[src/rtl/calc_ctrl_if.sv]
// Key-pad and ALU bus for calc_ctrl: host/bench side is master, controller is slave.
interface calc_ctrl_if #(parameter int OPW = 4);
  logic               key_valid;
  logic [1:0]         key_type;
  logic [3:0]         key_val;
  logic [OPW-1:0]     alu_a;
  logic [OPW-1:0]     alu_b;
  logic [3:0]         alu_mode;
  logic [2*OPW-1:0]   alu_out;
  logic               alu_neg;
  logic [2*OPW-1:0]   result;
  logic               result_neg;
  logic               result_valid;
  logic               busy;
  logic               err;

  modport master (
    output key_valid, key_type, key_val, alu_out, alu_neg,
    input  alu_a, alu_b, alu_mode, result, result_neg, result_valid, busy, err
  );
  modport slave (
    input  key_valid, key_type, key_val, alu_out, alu_neg,
    output alu_a, alu_b, alu_mode, result, result_neg, result_valid, busy, err
  );
endinterface

[src/rtl/calc_ctrl.sv]
// Calculator key-sequence controller driving an external combinational ALU.
// Define CALC_DIV_EN to build the DIV state with its restoring divider.
module calc_ctrl #(parameter int OPW = 4) (
  input  logic        clk,
  input  logic        rst_n,
  calc_ctrl_if.slave  bus
);
  localparam int W = 2*OPW;

`ifdef CALC_DIV_EN
  typedef enum logic [2:0] {IDLE, GOT_A, GOT_OP, GOT_B, EXEC, DIV, DONE} state_t;
`else
  typedef enum logic [2:0] {IDLE, GOT_A, GOT_OP, GOT_B, EXEC, DONE} state_t;
`endif

  state_t         st;
  logic [OPW-1:0] a_q, b_q;
  logic [3:0]     mode_q;
  logic [W-1:0]   res_q;
  logic           neg_q, rv_q, busy_q, err_q;

  logic           is_dig, is_op, is_eq, is_clr, op_ok, op_rej;
  logic [OPW-1:0] dig;

  always_comb begin
    is_dig = bus.key_valid && (bus.key_type == 2'b00);
    is_op  = bus.key_valid && (bus.key_type == 2'b01);
    is_eq  = bus.key_valid && (bus.key_type == 2'b10);
    is_clr = bus.key_valid && (bus.key_type == 2'b11);
    dig    = OPW'(bus.key_val);
`ifdef CALC_DIV_EN
    op_ok  = (bus.key_val >= 4'd1) && (bus.key_val <= 4'd4);
    op_rej = 1'b0;
`else
    // divide is not built: code 4 is flagged rather than silently dropped
    op_ok  = (bus.key_val >= 4'd1) && (bus.key_val <= 4'd3);
    op_rej = (bus.key_val == 4'd4);
`endif
  end

`ifdef CALC_DIV_EN
  localparam int CW = $clog2(OPW) + 1;
  logic [OPW-1:0] dq_q, dr_q, dq_nx, dr_nx;
  logic [CW-1:0]  dcnt_q;
  logic [OPW:0]   dsh, dtr;

  // one restoring step: shift next dividend bit into the remainder, try subtract
  always_comb begin
    dsh   = {dr_q, dq_q[OPW-1]};
    dtr   = dsh - {1'b0, b_q};
    dr_nx = dtr[OPW] ? dsh[OPW-1:0] : dtr[OPW-1:0];
    dq_nx = {dq_q[OPW-2:0], ~dtr[OPW]};
  end
`endif

  always_ff @(posedge clk or negedge rst_n) begin
    if (!rst_n) begin
      st <= IDLE; a_q <= '0; b_q <= '0; mode_q <= '0; res_q <= '0;
      neg_q <= 1'b0; rv_q <= 1'b0; busy_q <= 1'b0; err_q <= 1'b0;
`ifdef CALC_DIV_EN
      dq_q <= '0; dr_q <= '0; dcnt_q <= '0;
`endif
    end else if (is_clr) begin
      st <= IDLE; a_q <= '0; b_q <= '0; mode_q <= '0; res_q <= '0;
      neg_q <= 1'b0; rv_q <= 1'b0; busy_q <= 1'b0; err_q <= 1'b0;
`ifdef CALC_DIV_EN
      dq_q <= '0; dr_q <= '0; dcnt_q <= '0;
`endif
    end else begin
      case (st)
        IDLE: if (is_dig) begin
          a_q <= dig; err_q <= 1'b0; st <= GOT_A;
        end
        GOT_A: begin
          if (is_dig) begin
            a_q <= dig; err_q <= 1'b0;
          end else if (is_op) begin
            if (op_ok) begin
              mode_q <= bus.key_val; st <= GOT_OP;
            end else if (op_rej) err_q <= 1'b1;
          end else if (is_eq) begin
            res_q <= {{OPW{1'b0}}, a_q}; neg_q <= 1'b0; rv_q <= 1'b1; st <= DONE;
          end
        end
        GOT_OP: begin
          if (is_dig) begin
            b_q <= dig; err_q <= 1'b0; st <= GOT_B;
          end else if (is_op) begin
            if (op_ok) mode_q <= bus.key_val;
            else if (op_rej) err_q <= 1'b1;
          end
        end
        GOT_B: begin
          if (is_dig) begin
            b_q <= dig; err_q <= 1'b0;
          end else if (is_eq) begin
            busy_q <= 1'b1;
`ifdef CALC_DIV_EN
            if (mode_q == 4'd4) begin
              st <= DIV; dq_q <= a_q; dr_q <= '0; dcnt_q <= '0;
            end else st <= EXEC;
`else
            st <= EXEC;
`endif
          end
        end
        EXEC: begin
          res_q <= bus.alu_out; neg_q <= bus.alu_neg;
          busy_q <= 1'b0; rv_q <= 1'b1; st <= DONE;
        end
`ifdef CALC_DIV_EN
        DIV: begin
          if (b_q == '0) begin
            err_q <= 1'b1; res_q <= '0; neg_q <= 1'b0;
            busy_q <= 1'b0; rv_q <= 1'b1; st <= DONE;
          end else begin
            dq_q <= dq_nx; dr_q <= dr_nx; dcnt_q <= dcnt_q + CW'(1);
            if (dcnt_q == CW'(OPW-1)) begin
              res_q <= {dr_nx, dq_nx}; neg_q <= 1'b0;
              busy_q <= 1'b0; rv_q <= 1'b1; st <= DONE;
            end
          end
        end
`endif
        DONE: begin
          if (is_dig) begin
            a_q <= dig; rv_q <= 1'b0; err_q <= 1'b0; res_q <= '0; neg_q <= 1'b0;
            st <= GOT_A;
          end else if (is_op) begin
            // chaining keeps only the low operand bits of the magnitude
            if (op_ok) begin
              a_q <= res_q[OPW-1:0]; mode_q <= bus.key_val; rv_q <= 1'b0;
              st <= GOT_OP;
            end else if (op_rej) err_q <= 1'b1;
          end
        end
        default: st <= IDLE;
      endcase
    end
  end

  assign bus.alu_a        = a_q;
  assign bus.alu_b        = b_q;
  assign bus.alu_mode     = mode_q;
  assign bus.result       = res_q;
  assign bus.result_neg   = neg_q;
  assign bus.result_valid = rv_q;
  assign bus.busy         = busy_q;
  assign bus.err          = err_q;
endmodule
[src/flat_wrapper.sv]
// flat-port wrapper written by rule: the top's interface ports become plain ports
module calc_ctrl_flat 
#(parameter int OPW = 4)
  (clk, rst_n, bus_key_valid, bus_key_type, bus_key_val, bus_alu_out, bus_alu_neg, bus_alu_a, bus_alu_b, bus_alu_mode, bus_result, bus_result_neg, bus_result_valid, bus_busy, bus_err);
  calc_ctrl_if #(.OPW(OPW)) bus_i ();
  input  logic clk;
  input  logic rst_n;
  input wire logic [$bits(bus_i.key_valid)-1:0] bus_key_valid;
  input wire logic [$bits(bus_i.key_type)-1:0] bus_key_type;
  input wire logic [$bits(bus_i.key_val)-1:0] bus_key_val;
  input wire logic [$bits(bus_i.alu_out)-1:0] bus_alu_out;
  input wire logic [$bits(bus_i.alu_neg)-1:0] bus_alu_neg;
  output wire logic [$bits(bus_i.alu_a)-1:0] bus_alu_a;
  output wire logic [$bits(bus_i.alu_b)-1:0] bus_alu_b;
  output wire logic [$bits(bus_i.alu_mode)-1:0] bus_alu_mode;
  output wire logic [$bits(bus_i.result)-1:0] bus_result;
  output wire logic [$bits(bus_i.result_neg)-1:0] bus_result_neg;
  output wire logic [$bits(bus_i.result_valid)-1:0] bus_result_valid;
  output wire logic [$bits(bus_i.busy)-1:0] bus_busy;
  output wire logic [$bits(bus_i.err)-1:0] bus_err;
  assign bus_i.key_valid = bus_key_valid;
  assign bus_i.key_type = bus_key_type;
  assign bus_i.key_val = bus_key_val;
  assign bus_i.alu_out = bus_alu_out;
  assign bus_i.alu_neg = bus_alu_neg;
  assign bus_alu_a = bus_i.alu_a;
  assign bus_alu_b = bus_i.alu_b;
  assign bus_alu_mode = bus_i.alu_mode;
  assign bus_result = bus_i.result;
  assign bus_result_neg = bus_i.result_neg;
  assign bus_result_valid = bus_i.result_valid;
  assign bus_busy = bus_i.busy;
  assign bus_err = bus_i.err;
  calc_ctrl #(.OPW(OPW)) u_core (.clk(clk), .rst_n(rst_n), .bus(bus_i));
endmodule
[config.mk]
export PLATFORM = sky130hd
export DESIGN_NAME = calc_ctrl_flat
export DESIGN_NICKNAME = d
export VERILOG_FILES = /design/src/rtl/calc_ctrl_if.sv /design/src/rtl/calc_ctrl.sv /design/src/flat_wrapper.sv
export SDC_FILE = /design/constraint.sdc
export NUM_CORES = 1
export LEC_CHECK = 0
export CAP_MARGIN = 10
export CORE_MARGIN = 2
export CORE_UTILIZATION = 47
export DETAILED_ROUTE_END_ITERATION = 8
export HOLD_SLACK_MARGIN = 0.03
export PLACE_DENSITY = 0.79
export SLEW_MARGIN = 20
export SYNTH_ARGS = -nofsm -noshare
export SYNTH_HDL_FRONTEND = slang
export SYNTH_SLANG_ARGS = --single-unit
[constraint.sdc]
create_clock -name clk -period 1.9 [get_ports clk]
set_input_delay 0.38 -clock clk [delete_from_list [all_inputs] [get_ports clk]]
set_output_delay 0.38 -clock clk [all_outputs]
set_load 0.02 [all_outputs]
==> results by group, run 1 <==
Global route
  – Total Routing Usage GR: 0.2292
  – Overflow after GRT: 0
  – Global-route wire length before repair: around 6400 um
  – Initial antenna violation count: 0
  – Via count of the first global-routing pass: between 1000 and 1500
  – Largest net degree at the start of global routing: 28

Floorplan
  – Effective utilization at floorplan: 0.4951
  – Standard cell core area: around 3100 um^2
  – I/O pins: 42
  – Die Wd: just over 60 um
  – Die Footprint: ~3700 um^2
  – Die Span Y: between 60 and 70 um
  – Number of rows in the core area: 20

Worst setup path
  – Crit Path Category: primary input to flop
  – Signal arrival time at the worst endpoint: between 2 and 2.5 ns
  – Crit path launch type: primary input
  – Required arrival time at the worst endpoint: approximately 2.2 ns
  – Crit path capture type: flop
  – Critical path peak fanout: 10

Pwr
  – Power density over the cells: 1191 nW/um^2
  – Power share of the combinational group: 0.533
  – Internal power contribution: 0.001519 W
  – Worst vdd ir: 0.8608 mV
  – Fraction of power spent switching nets: 0.4049
  – NetSw: 0.001034 W
  – Sequential power share: 0.366
  – Leakage power of the design: between 0.9 and 1 nW
  – Clk network pwr share: 0.101

Layout
  – Share of layout cells above drive strength 1: 0.1818
  – Total inserted antenna cells: 0
  – P&R area growth vs syn: 41.80%
  – Final Instance Count excl. Fillers: 264
  – Final Cell Area: 2143 um^2
  – Filler cell count: between 200 and 300
  – Final #Nets: between 200 and 250
  – Final cell utilization of the core: 0.7020

Clock tree
  – Clock Tree Root: sky130_fd_sc_hd__clkbuf_4
  – Hold Buf Count CTS: 0
  – CTS tree: yes
  – Worst-case clock buffer depth: 2
  – Total setup buffers inserted after CTS: 0
  – Number of H-tree branching levels: 1
  – Number of instances resized during post-cts repair: 0
  – Number of CTS-inserted buffers: 3
  – Clock latency reported for the late side of the worst-skew pair: around 0.32 ns
  – Clock Pin Slew Worst Setup and Hold Paths: roughly 0.15 ns
  – Sink Count: 27

Synth
  – Most frequently used flop master after synthesis: sky130_fd_sc_hd__dfrtp_1
  – Area fraction in compound gates after synthesis: 0.2268
  – Proportion of register bits with asynchronous set or reset after synthesis: 1.000
  – Post-synthesis sequential area ratio: 0.4470
  – Cell type with the highest aggregate area in the netlist: sky130_fd_sc_hd__dfrtp_1
  – Most used standard cells in the synthesized netlist: 27 x sky130_fd_sc_hd__dfrtp_1, 23 x sky130_fd_sc_hd__nand2_1, 16 x sky130_fd_sc_hd__o21ai_0
  – Adder-cell share of the synthesized area: 0
  – Most frequently used cell type in the post-synthesis netlist: sky130_fd_sc_hd__dfrtp_1
  – Number of synthesized flops with an enable pin: 0
  – Simple-gate share of the synthesized area: 0.1945
  – Post-synth top area share: 0.4470
  – Count of mapped cells out of synthesis: 159
  – Synth Warn #: 0
  – Mux cell area share after synthesis: 0.06291
  – Flip-flop and latch count after synthesis: 27
  – Synthesized cell area: around 1500 um^2
  – Number of nets in the synthesized netlist: ~180
  – Number of distinct library cells after synthesis: 39
  – Main combinational cell family by area after synthesis: compound AO/OA/AOI/OAI gates
  – Mean Syn Cell Area: 9.506 um^2
  – Biggest area contributors in the synthesized netlist: sky130_fd_sc_hd__dfrtp_1 45%, sky130_fd_sc_hd__nand2_1 5.7%, sky130_fd_sc_hd__o21ai_0 5.3%
  – Xor/xnor cell area share of the yosys netlist: 0.005795

Routing
  – Antenna violation net count after detailed routing: 0
  – Wirelength per Cell: 15.05 um
  – Ratio of routed vias to standard cells: roughly 5.6
  – DRT iter0 DRCs: 38
  – 1st-pass router iterations: 5
  – Total vias in the final route: roughly 1500
  – Drc violations: 0
  – Total wire length after detailed routing: approximately 4000 um

Timing
  – Max Clock Skew: ~0.0023 ns
  – Setup violations, final: 0
  – Final critical-path required period: ~1.8 ns
  – Number of endpoints with negative hold slack in the final report: 0
  – Worst slew pin tran: ~0.38 ns
  – Achievable frequency: between 500 and 600 MHz
  – Final slew viol count: 0
  – Rel. slew slack: 0.7451
  – Share of the cycle needed by the critical path after routing: 0.9354
  – Final Worst Setup Slack: 0.1227 ns
  – Setup repair after global routing missed its margin: false

Place
  – I/O Buffers: just over 40
  – Total cell area at the placement stage: about 2100 um^2
  – Last weighted congestion value of the routability-driven placer: between 0.9 and 1
  – Place WS: -0.2308 ns
  – Dpl cells: 260
  – Detail Placement HPWL: between 2000 and 3000 um

Job
  – Maxcap violations: 0

Outcome
  – Status: completed

Worst hold path
  – Worst hold path class: primary input to asynchronous set/reset pin
-- worst paths after layout --
kind / cells past startpoint / to / start / slack [ns]
max in group asynchronous: 2 / u_core.st[0]$_DFFE_PN0P_ / rst_n / 1.23
min in group clk: 1 / u_core.bus.alu_mode[3]$_DFFE_PN0P_ / u_core.bus.alu_mode[3]$_DFFE_PN0P_ / 0.50
min reg2reg: 1 / u_core.bus.alu_mode[3]$_DFFE_PN0P_ / u_core.bus.alu_mode[3]$_DFFE_PN0P_ / 0.50
min: 2 / u_core.bus.result_neg$_DFFE_PN0P_ / rst_n / 0.41
max reg2reg: 6 / u_core.bus.alu_mode[0]$_DFFE_PN0P_ / u_core.st[1]$_DFFE_PN0P_ / 0.24
max: 7 / u_core.bus.result[0]$_DFFE_PN0P_ / bus_key_type[0] / 0.12
-- per-stage QoR --
step / hold WS [ns] / setup TNS [ns] / power [W]
after floorplan: 0.08441 / 0 / 0.001675
after global placement: 0.4718 / -2.135 / 0.002244
after detailed placement: 0.4702 / -2.966 / 0.002286
after CTS: 0.4129 / 0 / 0.002556
after global routing: 0.4164 / 0 / 0.002708
final: 0.4067 / 0 / 0.002553
-- cells in the final DEF, fill, tap and decap left out, types with 3 or more instances in the layout --
master                             n
sky130_fd_sc_hd__clkdlybuf4s50_1  41
sky130_fd_sc_hd__dfrtp_1          26
sky130_fd_sc_hd__buf_4            25
sky130_fd_sc_hd__nand2_1          23
sky130_fd_sc_hd__o21ai_0          16
sky130_fd_sc_hd__a21oi_1          11
sky130_fd_sc_hd__nor2_1           10
sky130_fd_sc_hd__nand3_1           9
sky130_fd_sc_hd__inv_1             6
sky130_fd_sc_hd__a22o_1            5
sky130_fd_sc_hd__mux2i_1           5
sky130_fd_sc_hd__a22oi_1           5
sky130_fd_sc_hd__mux2_2            4
sky130_fd_sc_hd__clkbuf_4          3
-- per-layer routing --
layer	vias up	wire length, um	track usage
met5	-	0	0
met4	0	73	0.07453
met3	10	278	0.04051
met2	74	1991	0.4009
met1	702	1630	0.2863
li1	690	-	-
-- worst max-delay path: stages --
cell                              delay, ns
sky130_fd_sc_hd__clkdlybuf4s50_1       0.49
sky130_fd_sc_hd__buf_4                 0.20
sky130_fd_sc_hd__and3_1                0.23
sky130_fd_sc_hd__buf_4                 0.19
sky130_fd_sc_hd__nor2_1                0.27
sky130_fd_sc_hd__a22oi_1               0.12
sky130_fd_sc_hd__o21ai_0               0.16
-- area by class of cell --
cell class                 count  area (um^2)  area share
sequential                    27        676.9      0.3158
tap                           44        55.05     0.02569
multi-input combinational    116        740.7      0.3456
timing repair buffer          67        618.1      0.2884
clock buffer                   3        22.52     0.01051
inverter                       6        22.52     0.01051
clock inverter                 1        7.507    0.003503
-- flip-flops by register name (all words and copies together), names as in the netlist --
signal                   count
u_core.bus.alu_mode          4
u_core.bus.err               1
u_core.st                    3
u_core.bus.alu_a             4
u_core.bus.alu_b             4
u_core.bus.result            8
u_core.bus.result_neg        1
u_core.bus.busy              1
u_core.bus.result_valid      1
-- logic make-up (layout without fill, tap and decap cells) --
family | count (synthesis) | after routing
AND/OR/NAND/NOR | 54 | 54
buffers and inverters | 16 | 77
XOR/XNOR | 1 | 1
AO/OA/AOI/OAI | 52 | 52
flip-flops | 27 | 27
multiplexers | 9 | 9
-- power by group through the flow --
stage	sequential [W]	combinational, W	clock [W]
finish	0.000933	0.00136	0.000258
global route	0.000959	0.00146	0.000284
CTS	0.000928	0.00136	0.000264
floorplan	0.00104	0.000631	0
global placement	0.000927	0.00132	0
detailed placement	0.000933	0.00135	0
Note: power is estimated with default switching activity, not from simulation.
==> inputs of run 2 (changes only) <==
--- a/config.mk
+++ b/config.mk
@@ -5,13 +5,12 @@
 export SDC_FILE = /design/constraint.sdc
 export NUM_CORES = 1
 export LEC_CHECK = 0
-export CAP_MARGIN = 10
+export CAP_MARGIN = 20
 export CORE_MARGIN = 2
 export CORE_UTILIZATION = 47
 export DETAILED_ROUTE_END_ITERATION = 8
 export HOLD_SLACK_MARGIN = 0.03
 export PLACE_DENSITY = 0.79
-export SLEW_MARGIN = 20
 export SYNTH_ARGS = -nofsm -noshare
 export SYNTH_HDL_FRONTEND = slang
 export SYNTH_SLANG_ARGS = --single-unit
==> results of run 2 <==
No change in the layout: final DEF, timing and power equal those of run 1.
==> inputs of run 3 (changes only) <==
--- a/config.mk
+++ b/config.mk
@@ -11,6 +11,8 @@
 export DETAILED_ROUTE_END_ITERATION = 8
 export HOLD_SLACK_MARGIN = 0.03
 export PLACE_DENSITY = 0.79
+export SKIP_LAST_GASP = 1
+export SLEW_MARGIN = 20
 export SYNTH_ARGS = -nofsm -noshare
 export SYNTH_HDL_FRONTEND = slang
 export SYNTH_SLANG_ARGS = --single-unit
==> constraint.sdc (replaced) <==
create_clock -name clk -period 1.9 [get_ports clk]
set_input_delay 0.475 -clock clk [delete_from_list [all_inputs] [get_ports clk]]
set_output_delay 0.475 -clock clk [all_outputs]
set_load 0.02 [all_outputs]
==> run 3 against run 2 <==
Net effect:
- wire length decreased by 1.6%
- clock skew grew 0.0058 ns
- die area is the same
- non-clock buffer count rose by 1
- critical path depth shrank 6
- clock-buffer cell count unchanged
- sequential share of layout area decreased by 0.29 points
- first-iteration DRC count up 39%
- register-to-register slack worse by 0.08 ns
==> results by group, run 3 (same netlist as run 1, synthesis figures left out) <==
Clock tree
  – Number of H-tree branching levels: 1
  – Clock Tree Root: sky130_fd_sc_hd__clkbuf_4
  – Clock latency reported for the late side of the worst-skew pair: 0.34 ns
  – Sink Count: 27
  – CTS tree: yes
  – Clock Pin Slew Worst Setup and Hold Paths: between 0.15 and 0.2 ns
  – Number of CTS-inserted buffers: 3
  – Worst-case clock buffer depth: 2

Pwr
  – NetSw: 0.001048 W
  – Power share of the combinational group: 0.537
  – Worst vdd ir: ~0.80 mV
  – Sequential power share: 0.362
  – Leakage power of the design: between 0.9 and 1 nW
  – Internal power contribution: 0.001524 W
  – Power density over the cells: about 1200 nW/um^2
  – Post-layout total power: between 0.002 and 0.003 W
  – Clk network pwr share: 0.102
  – Fraction of power spent switching nets: 0.4075

Floorplan
  – Effective utilization at floorplan: 0.4951
  – Die Footprint: between 3000 and 4000 um^2
  – Number of rows in the core area: 20
  – Die Span Y: just over 60 um
  – Standard cell core area: 3053 um^2
  – I/O pins: 42
  – Die Wd: approximately 60 um

Worst setup path
  – Crit path capture type: primary output
  – R2R Path Start: u_core.st[1]$_DFFE_PN0P_
  – Crit Path Category: flop to primary output
  – Required arrival time at the worst endpoint: about 1.4 ns
  – Signal arrival time at the worst endpoint: between 1 and 1.5 ns
  – Crit path launch type: flop
  – Critical path buffer and inverter count: 1
  – Cells on worst reg2reg path: 6
  – Critical path's slowest cell: sky130_fd_sc_hd__clkdlybuf4s50_1
  – Worst-path cell chain: clkdlybuf4s50_1
  – Critical register-to-register path endpoint: u_core.bus.alu_mode[1]$_DFFE_PN0P_
  – Top delay family on crit path: buffers and inverters
  – Critical path peak fanout: 3
  – Register-to-register setup slack: between 0.15 and 0.2 ns
  – Max stage delay on crit path: between 0.6 and 0.7 ns

Layout
  – Total inserted antenna cells: 0
  – Final cell utilization of the core: 0.7086
  – Flip-flop count of the largest register, all copies and words added: 8
  – Commonest non-fill, non-tap cell in the layout: sky130_fd_sc_hd__clkdlybuf4s50_1
  – Final Instance Count excl. Fillers: ~270
  – Most frequent cells in the layout: 37 x sky130_fd_sc_hd__clkdlybuf4s50_1, 26 x sky130_fd_sc_hd__buf_4, 26 x sky130_fd_sc_hd__dfrtp_1
  – P&R area growth vs syn: 43.13%
  – Share of layout cells above drive strength 1: 0.1900
  – Filler cell count: between 200 and 250
  – Final #Nets: between 200 and 250

Timing
  – Total negative setup slack: 0 ns
  – Worst slew pin tran: between 0.4 and 0.5 ns
  – Final slew viol count: 0
  – Setup violations, final: 0
  – Achievable frequency: about 540 MHz
  – Rel. slew slack: 0.7258
  – Setup repair after global routing missed its margin: false
  – Number of endpoints with negative hold slack in the final report: 0
  – Max Clock Skew: 0.008155 ns
  – Final critical-path required period: 1.838 ns
  – Share of the cycle needed by the critical path after routing: 0.9674
  – Final worst hold slack: approximately 0.49 ns

Job
  – Maxcap violations: 0

Routing
  – Wirelength per Cell: roughly 15 um
  – Drc violations: 0
  – Total vias in the final route: 1452
  – Ratio of routed vias to standard cells: roughly 5.5
  – DRT iter0 DRCs: 53
  – Total wire length after detailed routing: between 3000 and 4000 um
  – Antenna violation net count after detailed routing: 0
  – 1st-pass router iterations: 4

Global route
  – Initial antenna violation count: 0
  – Largest net degree at the start of global routing: 28
  – Overflow after GRT: 0
  – Total Routing Usage GR: 0.2340
  – Via count of the first global-routing pass: approximately 1500
  – Global-route wire length before repair: roughly 6500 um

Worst hold path
  – Worst hold path class: primary input to asynchronous set/reset pin

Outcome
  – Status: completed

Place
  – Dpl cells: about 260
  – I/O Buffers: about 40
  – Last weighted congestion value of the routability-driven placer: roughly 0.95
  – Detail Placement HPWL: between 2000 and 3000 um
run 3: how the worst max path moves through the flow:
stage	startpoint	end	slack [ns]	cells past startpoint
3_5_place_dp	bus_key_type[0]	u_core.bus.result[3]$_DFFE_PN0P_	-0.36	7
2_1_floorplan	bus_key_type[0]	u_core.bus.alu_a[0]$_DFFE_PN0P_	0.27	7
4_1_cts	u_core.bus.alu_a[1]$_DFFE_PN0P_	bus_alu_a[1]	0.03	1
6_report	u_core.bus.alu_a[0]$_DFFE_PN0P_	bus_alu_a[0]	0.06	1
3_3_place_gp	bus_key_type[0]	u_core.bus.result[3]$_DFFE_PN0P_	-0.30	7
5_1_grt	u_core.bus.alu_a[0]$_DFFE_PN0P_	bus_alu_a[0]	0.01	1
run 3: metal layers:
| layer | share of wire | vias to the layer above | global-route usage | routed length [um] |
|---|---|---|---|---|
| met1 | 0.42 | 687 | 0.2823 | 1644 |
| met3 | 0.059 | 4 | 0.03625 | 232 |
| met5 | 0 | - | 0 | 0 |
| li1 | - | 694 | - | - |
| met4 | 0.0087 | 0 | 0.06522 | 34 |
| met2 | 0.51 | 67 | 0.4301 | 1998 |
run 3: per-stage QoR:
| step | worst slack (ns) | area, um^2 |
|---|---|---|
| after floorplan | 0.2675 | 1511 |
| after global placement | -0.2957 | 2120 |
| after detailed placement | -0.3563 | 2120 |
| after CTS | 0.02876 | 2152 |
| after global routing | 0.01021 | 2163 |
| final | 0.06190 | 2163 |
run 3: timing repair:
item	in CTS	in global routing
pin swaps	0	1
hold buffers	0	0
endpoints found under the setup margin	1	6
setup buffers	0	0
resized for setup	1	5
run 3: final cells by class:
cell class | count | area (um^2) | share of cell area
multi-input combinational | 116 | 743.2 | 0.3436
sequential | 27 | 676.9 | 0.3129
timing repair buffer | 68 | 635.6 | 0.2938
tap | 44 | 55.05 | 0.02545
clock buffer | 3 | 22.52 | 0.01041
inverter | 6 | 22.52 | 0.01041
clock inverter | 1 | 7.507 | 0.003470
run 3: power groups by stage:
stage          logic (W)  clock network, W  registers, W
5_1_grt          0.00149          0.000287      0.000953
2_1_floorplan   0.000631                 0       0.00104
3_5_place_dp     0.00138                 0      0.000932
4_1_cts          0.00139          0.000265      0.000928
6_report         0.00138          0.000261      0.000931
3_3_place_gp     0.00133                 0      0.000921
